### src/rtl/clkdiv_frac_multi_if.sv
// Control/status bundle for the multi-channel fractional clock-enable generator.
// The master drives enables and divisors; the slave (the divider) returns ticks and status.
interface clkdiv_frac_multi_if #(
    parameter int N_CH   = 4,
    parameter int INT_W  = 8,
    parameter int FRAC_W = 8
);
    logic [N_CH-1:0]        en;
    logic [N_CH*INT_W-1:0]  div_int;
    logic [N_CH*FRAC_W-1:0] div_frac;
    logic                   phase_sync;
    logic [N_CH-1:0]        tick;
    logic [N_CH-1:0]        tick_nrz;
    logic [N_CH-1:0]        running;

    modport master (
        output en, div_int, div_frac, phase_sync,
        input  tick, tick_nrz, running
    );

    modport slave (
        input  en, div_int, div_frac, phase_sync,
        output tick, tick_nrz, running
    );
endinterface

### src/rtl/clkdiv_frac_multi.sv
// N independent integer.fractional clock-enable dividers sharing one reset and phase_sync.
// Each channel emits a one-cycle tick per period plus an NRZ copy that toggles per tick.
module clkdiv_frac_multi #(
    parameter int N_CH   = 4,
    parameter int INT_W  = 8,
    parameter int FRAC_W = 8
) (
    input  logic                clk,
    input  logic                rst,
    clkdiv_frac_multi_if.slave  bus
);
    for (genvar g = 0; g < N_CH; g++) begin : g_ch
        logic [INT_W-1:0]  w_div_int;
        logic [FRAC_W-1:0] w_div_frac;
        logic [INT_W:0]    w_int_eff;
        logic [FRAC_W:0]   w_sum;
        logic [INT_W:0]    r_ctr;
        logic [FRAC_W-1:0] r_acc;
        logic              r_running;
        logic              r_tick;
        logic              r_tick_nrz;

        assign w_div_int  = bus.div_int[g*INT_W +: INT_W];
        assign w_div_frac = bus.div_frac[g*FRAC_W +: FRAC_W];
        // A zero integer divisor behaves as divide-by-one.
        assign w_int_eff  = (w_div_int == '0) ? (INT_W+1)'(1) : {1'b0, w_div_int};
        // Carry out of the fractional accumulator stretches the next period by one cycle.
        assign w_sum      = {1'b0, r_acc} + {1'b0, w_div_frac};

        always_ff @(posedge clk) begin
            if (rst) begin
                r_ctr      <= '0;
                r_acc      <= '0;
                r_running  <= 1'b0;
                r_tick     <= 1'b0;
                r_tick_nrz <= 1'b0;
            end else if (!bus.en[g]) begin
                r_ctr     <= '0;
                r_acc     <= '0;
                r_running <= 1'b0;
                r_tick    <= 1'b0;
            end else if (bus.phase_sync || !r_running) begin
                r_ctr     <= w_int_eff;
                r_acc     <= '0;
                r_running <= 1'b1;
                r_tick    <= 1'b0;
            end else if (r_ctr == (INT_W+1)'(1)) begin
                r_acc      <= w_sum[FRAC_W-1:0];
                r_ctr      <= w_int_eff + (INT_W+1)'(w_sum[FRAC_W]);
                r_tick     <= 1'b1;
                r_tick_nrz <= ~r_tick_nrz;
            end else begin
                r_ctr  <= r_ctr - (INT_W+1)'(1);
                r_tick <= 1'b0;
            end
        end

        assign bus.tick[g]     = r_tick;
        assign bus.tick_nrz[g] = r_tick_nrz;
        assign bus.running[g]  = r_running;
    end
endmodule
### src/flat_wrapper.sv
// flat-port wrapper written by rule: the top's interface ports become plain ports
module clkdiv_frac_multi_flat 
#(
    parameter int N_CH   = 4,
    parameter int INT_W  = 8,
    parameter int FRAC_W = 8
)
  (clk, rst, bus_en, bus_div_int, bus_div_frac, bus_phase_sync, bus_tick, bus_tick_nrz, bus_running);
  clkdiv_frac_multi_if #(.N_CH(N_CH), .INT_W(INT_W), .FRAC_W(FRAC_W)) bus_i ();
  input  logic clk;
  input  logic rst;
  input wire logic [$bits(bus_i.en)-1:0] bus_en;
  input wire logic [$bits(bus_i.div_int)-1:0] bus_div_int;
  input wire logic [$bits(bus_i.div_frac)-1:0] bus_div_frac;
  input wire logic [$bits(bus_i.phase_sync)-1:0] bus_phase_sync;
  output wire logic [$bits(bus_i.tick)-1:0] bus_tick;
  output wire logic [$bits(bus_i.tick_nrz)-1:0] bus_tick_nrz;
  output wire logic [$bits(bus_i.running)-1:0] bus_running;
  assign bus_i.en = bus_en;
  assign bus_i.div_int = bus_div_int;
  assign bus_i.div_frac = bus_div_frac;
  assign bus_i.phase_sync = bus_phase_sync;
  assign bus_tick = bus_i.tick;
  assign bus_tick_nrz = bus_i.tick_nrz;
  assign bus_running = bus_i.running;
  clkdiv_frac_multi #(.N_CH(N_CH), .INT_W(INT_W), .FRAC_W(FRAC_W)) u_core (.clk(clk), .rst(rst), .bus(bus_i));
endmodule
### config.mk
export PLATFORM = sky130hd
export DESIGN_NAME = clkdiv_frac_multi_flat
export DESIGN_NICKNAME = d
export VERILOG_FILES = /design/src/rtl/clkdiv_frac_multi_if.sv /design/src/rtl/clkdiv_frac_multi.sv /design/src/flat_wrapper.sv
export SDC_FILE = /design/constraint.sdc
export NUM_CORES = 1
export LEC_CHECK = 0
export CAP_MARGIN = 10
export CORE_UTILIZATION = 45
export CTS_CLUSTER_DIAMETER = 50
export CTS_CLUSTER_SIZE = 14
export DETAILED_ROUTE_END_ITERATION = 7
export HOLD_SLACK_MARGIN = 0.02
export PLACE_DENSITY = 0.73
export SKIP_LAST_GASP = 1
export SLEW_MARGIN = 0
export SYNTH_ARGS = -nofsm -noshare
export SYNTH_HDL_FRONTEND = slang
export SYNTH_SLANG_ARGS = --single-unit
### constraint.sdc
create_clock -name clk -period 3.7 [get_ports clk]
set_clock_uncertainty 0.05 [all_clocks]
set_input_delay 0.74 -clock clk [delete_from_list [all_inputs] [get_ports clk]]
set_output_delay 0.74 -clock clk [all_outputs]
set_load 0.01 [all_outputs]
==> results of run 1 <==
==> cell families (layout without fill, tap and decap cells) <==
family,Yosys count,after routing
AO/OA/AOI/OAI,196,196
adder cells (fa/ha/maj),52,52
XOR/XNOR,21,21
AND/OR/NAND/NOR,312,312
multiplexers,4,4
flip-flops,80,80
buffers and inverters,60,134
==> flip-flops by register name, indices dropped and copies added (netlist names) <==
signal,count
u_core.g_ch.r_running,4
u_core.g_ch.r_acc,32
u_core.g_ch.r_tick_nrz,4
u_core.g_ch.r_tick,4
u_core.g_ch.r_ctr,36
==> cell type report <==
type / count / area, um^2 / area share, %
Clock buffer: 13 / 250.2 / 3.663
Clock inverter: 3 / 17.52 / 0.2564
Inverter: 18 / 67.56 / 0.9890
Multi-Input combinational cell: 585 / 3729 / 54.58
Sequential cell: 80 / 1602 / 23.44
Tap cell: 168 / 210.2 / 3.077
Timing Repair Buffer: 100 / 955.9 / 13.99
==> how the worst max path moves through the flow <==
stage	end	slack, ns	cells past startpoint
2_1_floorplan	u_core.g_ch[3].r_ctr[8]	0.47	13
3_3_place_gp	u_core.g_ch[3].r_ctr[8]	0.01	14
3_5_place_dp	u_core.g_ch[3].r_ctr[6]	-0.04	14
4_1_cts	u_core.g_ch[0].r_ctr[6]	0.32	15
5_1_grt	u_core.g_ch[3].r_ctr[8]	0.02	14
6_report	u_core.g_ch[1].r_ctr[6]	0.27	14
==> worst reg2reg max path, cell delays in order, from the launching register on <==
cell,delay [ns]
dfxtp_1,0.32
ha_1,0.21
fa_1,0.40
a211oi_1,0.29
o21bai_1,0.11
a21oi_1,0.22
o21ai_0,0.13
ha_1,0.22
ha_1,0.21
and3_1,0.16
nand3_1,0.11
nor3_1,0.07
o21ai_0,0.17
o21ai_0,0.12
==> routing by layer <==
layer  GRT usage [%]  vias to the layer above  wire length, um
li1                -                     2833                -
met1           28.61                     2681             6434
met2           36.79                      196             6684
met3           4.888                       34              836
met4           9.912                        0              356
met5               0                        -                0
==> cells in the mapped netlist, types with 6 or more instances <==
cell,number
a211oi_1,21
a21o_1,16
a21oi_1,51
a32o_1,6
and3_1,9
buf_4,12
clkbuf_1,25
dfxtp_1,80
ha_1,48
inv_1,17
nand2_1,79
nand2b_1,13
nand3_1,45
nand4_1,15
nor2_1,52
nor3_1,32
nor3b_1,8
nor4_1,15
o211ai_1,6
o21ai_0,53
o21bai_1,7
o22ai_1,6
o31ai_1,8
or3_1,7
or4_1,14
xnor2_1,13
xor2_1,8
==> stage by stage <==
stage	hold slack (ns)	worst slack, ns	cells
global route	0.4283	0.01733	967
detailed placement	0.4017	-0.04365	951
CTS	0.4105	0.3190	967
finish	0.4072	0.2684	967
global placement	0.3933	0.01170	951
floorplan	0.3839	0.4689	725
==> where the power goes <==
group	switching [uW]	leakage (uW)	internal, uW	total [uW]
Sequential	25.5	0.000651	883	908
Combinational	192	0.00189	179	371
Clock	359	0.000130	471	831
Total	576	0.00267	1530	2110
==> cells in the final DEF, fill, tap and decap left out, types with 6 or more instances in the layout <==
master	count
clkdlybuf4s50_1	82
dfxtp_1	80
nand2_1	79
o21ai_0	53
nor2_1	52
a21oi_1	51
ha_1	48
nand3_1	45
nor3_1	32
a211oi_1	21
buf_4	18
inv_1	17
a21o_1	16
nor4_1	15
nand4_1	15
or4_1	14
xnor2_1	13
nand2b_1	13
and3_1	9
clkbuf_16	9
xor2_1	8
nor3b_1	8
o31ai_1	8
o21bai_1	7
or3_1	7
o22ai_1	6
o211ai_1	6
a32o_1	6
==> impl_results.md, run 1 <==
* Run status: finished clean
* RSZ-0062 raised after global routing: no
* Clock latency on the worst-skew pair at about 0.35 ns
* Routed Wire Length at ~14 mm
* Global-route wire length before repair at around 24 mm
* Input/output buffers at between 80 and 90
* Combinational family with the most area after synthesis: simple AND/OR/NAND/NOR gates
* Top delay family on crit path: adder cells
* Pin count of the biggest net entering global routing at 25
* XOR/XNOR share of the synthesized area at 3.273%
* Post-route minimum period at between 3 and 4 ns
* Worst reg2reg path endpoint: u_core.g_ch[1].r_ctr[6]
* Final Setup Violations at 0
* CP required at ~3.9 ns
* Min-Delay Path Depth at 2
* Worst path max stage delay at approximately 0.40 ns
* Vias at between 5k and 6k
* Synth Cell Area at 5619 um^2
* Initial core utilization at 46.39%
* Tightest Pin Transition at around 0.86 ns
* DRT Pass-1 Iters at 5
* Top cell type's share of synthesized area at roughly 29%
* Postcts setup bufs at 0
* Slew Viols, Final at 0
* Min-delay src: u_core.g_ch[3].r_acc[6]
* CP endpoint kind: flop
* Total Power at ~2100 uW
* Post-Synth Adder-Cell Area at 12.11%
* Die area at 12,940 um^2
* Yosys warns at 0
* H-tree depth at 3
* Grt ovf at 0
* CP Data Arrival Time at 3.59 ns
* Mux contribution to synthesized area at 0.7125%
* Die width at around 110 um
* Vias in the first global route at ~5.3k
* Routability cong. at roughly 0.92
* HP Class: reg -> reg
* Layout Nets at between 900 and 1k
* DIE HEIGHT at ~110 um
* Post-synth cell types at 55
* Reg2Reg Setup Slack at slightly below 0.8 ns
* Seq/Total Area, Yosys at 28.50%
* EDFF count, synth at 0
* CTS Root Cell: clkbuf_16
* Static Leak at approximately 0.0027 uW
* R2R cell count at 13
* Fraction of layout cells with a size suffix above 1 at under 10%
* CP max stage cell: clkdlybuf4s50_1
* CP cell instances: clkdlybuf4s50_1 -> ha_1 -> fa_1 -> a211oi_1 -> o21bai_1 -> a21oi_1 -> o21ai_0 -> ha_1 -> ha_1 -> and3_1 -> nand3_1 -> nor3_1 -> o21ai_0 -> o21ai_0
* CP Launch Point: bus_div_frac[8]
* # fillers at roughly 1.1k
* Synth Area in Compound Gates at 21.93%
* Main area contributors after synthesis: dfxtp_1 29%, ha_1 11%, nand2_1 5.3%, o21ai_0 4.7%, a21oi_1 4.5%
* Placed cell area at 6564 um^2
* Setup TNS at 0 ns
* Max FO, Critical Path at 4
* Peak supply drop at around 0.00024 V
* Worst Setup Path Type: in -> reg
* Rows at 40
* Max-Slew Margin vs Limit at between 40% and 50%
* Utilization after layout at a little under three fifths
* Vias/cell at about 5.9
* Mapped Cells at 725
* Antenna cells at 0
* Asr flop ratio synth at 0%
* Yosys reg bits at 80
* Clock-pin slew on the worst setup and hold paths at about 0.060 ns
* Clk sinks at 80
* Area grow syn2layout at 21.58%
* P per Cell Area at around 310 nW/um^2
* GRT Overall Usage at a little under a quarter
* DRC viols at 0
* Post-DRT Antenna Nets at 0
* DPL Wire Length at between 10 and 15 mm
* Final Hold Viols at 0
* Synth area leader: dfxtp_1
* Core Region at about 12,000 um^2
* CTS Buf Count at 9
* DR WL/cell at 14.80 um
* Final worst-path cycle share at between 90% and 100%
* I/O pin total at 83
* Syn Nets at between 800 and 900
* Worst Path Buf+Inv at 1
* Post-cts sizing count at 0
* Mapped Avg Cell Area at slightly below 8 um^2
* Clock Path Buffers at 2
* Hold_buf cts at 0
* Worst Hold Path EP: u_core.g_ch[3].r_acc[6]
* Max cap viols at 0
* Initial antenna violation count at 0
* Predominant post-synthesis flop cell: dfxtp_1
* Design Area, Final at 6832 um^2
* Beginning of the worst register-to-register path: u_core.g_ch[1].r_acc[0]
* Startpoint types: primary input
* Area share of and/or/nand/nor cells after synthesis at roughly 28%
* CTS tree: built
* Max Fclk at about 290 MHz
* Drt initial violations at between 400 and 500
Note: power is estimated with default switching activity, not from simulation.
==> inputs of run 2 (changes only) <==
Settings changed: PLACE_DENSITY 0.73 to 0.68, SLEW_MARGIN 0 to 20.
==> run 2 against run 1 <==
Clock power increased by 12%. Largest cell class unchanged. Clock-buffer cell count decreased by 2. Register-to-register slack improved by 0.06 ns. Worst hold slack got worse by 0.0030 ns. Core utilization increased by 0.33 points. Sequential share of layout area decreased by 0.14 points. Wire length decreased by 0.57%. Final cell count unchanged.
==> impl_results.md, run 2 (same netlist as run 1, synthesis figures left out) <==
* CTS Root Cell: clkbuf_16
* Pin count of the biggest net entering global routing at 25 (unchanged)
* Multi-input combinational cell area at 3729 um^2 (unchanged)
* CP endpoint kind: flop
* CP max stage cell: clkdlybuf4s50_1
* Max FFs per register at 36 (unchanged)
* Vias at 5,660 (-1.5%)
* Commonest non-fill, non-tap cells in the layout: 82 x clkdlybuf4s50_1, 80 x dfxtp_1, 79 x nand2_1
* DIE HEIGHT at 113.7 um (unchanged)
* Post-route minimum period at 3.385 ns (-0.04637 ns)
* Placed cell area at 6564 um^2 (unchanged)
* Sw Pwr at 588.9 uW (+2.2%)
* Top cell by count, worst path: ha_1
* H-tree depth at 3 (unchanged)
* Max cap viols at 0 (unchanged)
* DPL Wire Length at 10.51 mm (+0.49%)
* DRC viols at 0 (unchanged)
* Routed Wire Length at 14.23 mm (-0.57%)
* CP Launch Point: bus_div_frac[24]
* CP required at 3.88 ns (+0.02 ns)
* Max-Slew Margin vs Limit at 49.80% (+7.5 points)
* Input/output buffers at 82 (unchanged)
* Static Leak at 0.002686 uW (+0.66%)
* Vias in the first global route at 5,373 (+1.6%)
* Startpoint types: primary input
* Beginning of the worst register-to-register path: u_core.g_ch[3].r_acc[0]
* P per Cell Area at 321.2 nW/um^2 (+4.0%)
* Layout Nets at 917 (unchanged)
* Core Region at 12,110 um^2 (unchanged)
* Post-cts sizing count at 0 (unchanged)
* Slew Viols, Final at 0 (unchanged)
* Registers with the most flip-flops: u_core.g_ch.r_ctr x36, u_core.g_ch.r_acc x32
* Final Setup Violations at 0 (unchanged)
* Fraction of layout cells with a size suffix above 1 at 5.131% (+0.38 points)
* Initial core utilization at 46.39% (unchanged)
* Min-delay src: u_core.g_ch[0].r_acc[4]
* I/O pin total at 83 (unchanged)
* Final worst-path cycle share at 91.49% (-1.3 points)
* Final Hold Viols at 0 (unchanged)
* Sequential Power Share at 41.1% (-2.0 points)
* Clock latency on the worst-skew pair at 0.35 ns (about the same)
* Global-route wire length before repair at 24.22 mm (+1.9%)
* Area grow syn2layout at 22.29%
* Hold_buf cts at 0 (unchanged)
* Peak supply drop at 0.0002459 V (+2.9%)
* Tightest Pin Transition at 0.7425 ns (-0.1151 ns)
* Largest Register: u_core.g_ch.r_ctr
* Clock Path Buffers at 2 (unchanged)
* Final cell count without fillers at 967 (unchanged)
* Combinational Power Share at 16.8% (-0.8 points)
* Drt initial violations at 313 (-35%)
* Rows at 40 (unchanged)
* Pint at 1618 uW (+5.5%)
* Leading cell type in the layout, fill and taps excluded: clkdlybuf4s50_1
* DR WL/cell at 14.72 um (-0.57%)
* Grt ovf at 0 (unchanged)
* CP cell instances: clkdlybuf4s50_1 -> ha_1 -> fa_1 -> a211oi_1 -> o21bai_1 -> a21o_1 -> a31o_2 -> ha_1 -> ha_1 -> and3_1 -> nand3_1 -> nor2_1 -> o21ai_0 -> a21oi_1
* Clk network pwr share at 42.0% (+2.6 points)
* Die width at 113.7 um (unchanged)
* Top delay family on crit path: adder cells
* CTS tree: built
* HP Class: reg -> reg
* RSZ-0062 raised after global routing: no
* Die area at 12,940 um^2 (unchanged)
* Worst path max stage delay at 0.41 ns (about the same)
* Worst Path Buf+Inv at 1 (unchanged)
* Sw Ratio at 26.69% (-0.64 points)
* Vias/cell at 5.853 (-1.5%)
* Dpl cells at 951 (unchanged)
* Worst Setup Path Type: in -> reg
* Design Area, Final at 6872 um^2 (+0.59%)
* Utilization after layout at 56.74% (+0.33 points)
* CTS Buf Count at 9 (unchanged)
* Clk sinks at 80 (unchanged)
* Post-DRT Antenna Nets at 0 (unchanged)
* Routability cong. at 0.8785 (-4.0%)
* Reg area at 1602 um^2 (unchanged)
* Setup TNS at 0 ns (unchanged)
* Max Fclk at 295.4 MHz (+1.4%)
* Postcts setup bufs at 0 (unchanged)
* Initial antenna violation count at 0 (unchanged)
* Max FO, Critical Path at 4 (unchanged)
* Antenna cells at 0 (unchanged)
* # fillers at 1,165 (+6.2%)
* GRT Overall Usage at 23.06% (+0.51 points)
* CP Data Arrival Time at 3.57 ns (-0.02 ns)
* Clock-pin slew on the worst setup and hold paths at 0.06 ns (about the same)
* Run status: finished clean
* DRT Pass-1 Iters at 5 (unchanged)
[run 2: worst paths after layout]
check,end,slack (ns),depth (start not counted)
worst max-delay path,u_core.g_ch[3].r_ctr[8],0.31,14
worst min-delay path,u_core.g_ch[0].r_acc[4],0.40,2
worst max register to register,u_core.g_ch[3].r_ctr[8],0.83,13
worst min register to register,u_core.g_ch[0].r_acc[4],0.40,2
[run 2: layer usage]
| metal | global-route usage (%) | part of all wire (%) | up-vias |
|---|---|---|---|
| met3 | 3.560 | 4.7 | 14 |
| met1 | 28.81 | 46 | 2668 |
| met5 | 0 | 0 | - |
| li1 | - | - | 2829 |
| met4 | 9.211 | 1.3 | 0 |
| met2 | 39.72 | 48 | 149 |
[run 2: per-stage QoR]
stage                     setup WS [ns]  hold slack, ns  total power, uW
final                            0.3148          0.4042             2207
after global routing             0.1056          0.4209             2311
after CTS                        0.3259          0.4054             2226
after detailed placement       -0.01665          0.3989             1294
after global placement        -0.002024          0.3937             1285
after floorplan                  0.4689          0.3839             1140
[run 2: final cells by class]
type / instances / area share (%)
flip-flops and latches: 80 / 23.31
inverters: 18 / 0.9832
repair buffers: 100 / 13.91
clock buffers: 11 / 3.678
multi-input cells: 585 / 54.26
clock inverters: 5 / 0.8012
well taps: 168 / 3.059
[run 2: worst reg2reg max path, delay by kind of cell, from the launching register on]
kind / cells / cell delay [ns]
AO/OA/AOI/OAI: 6 / 0.97
adder cells (fa/ha/maj): 4 / 1.03
flip-flops: 1 / 0.31
AND/OR/NAND/NOR: 3 / 0.39
[run 2: power groups by stage]
stage               Sequential [uW]  Combinational (uW)  Clock (uW)
floorplan                       920                 220           0
global placement                925                 360           0
detailed placement              927                 367           0
CTS                             907                 370         950
global route                    912                 412         988
finish                          908                 371         927
==> inputs of run 3 (changes only) <==
Settings changed: CORE_MARGIN set to 1.
==> results of run 3 <==
No change in the layout: final DEF, timing and power equal those of run 2.
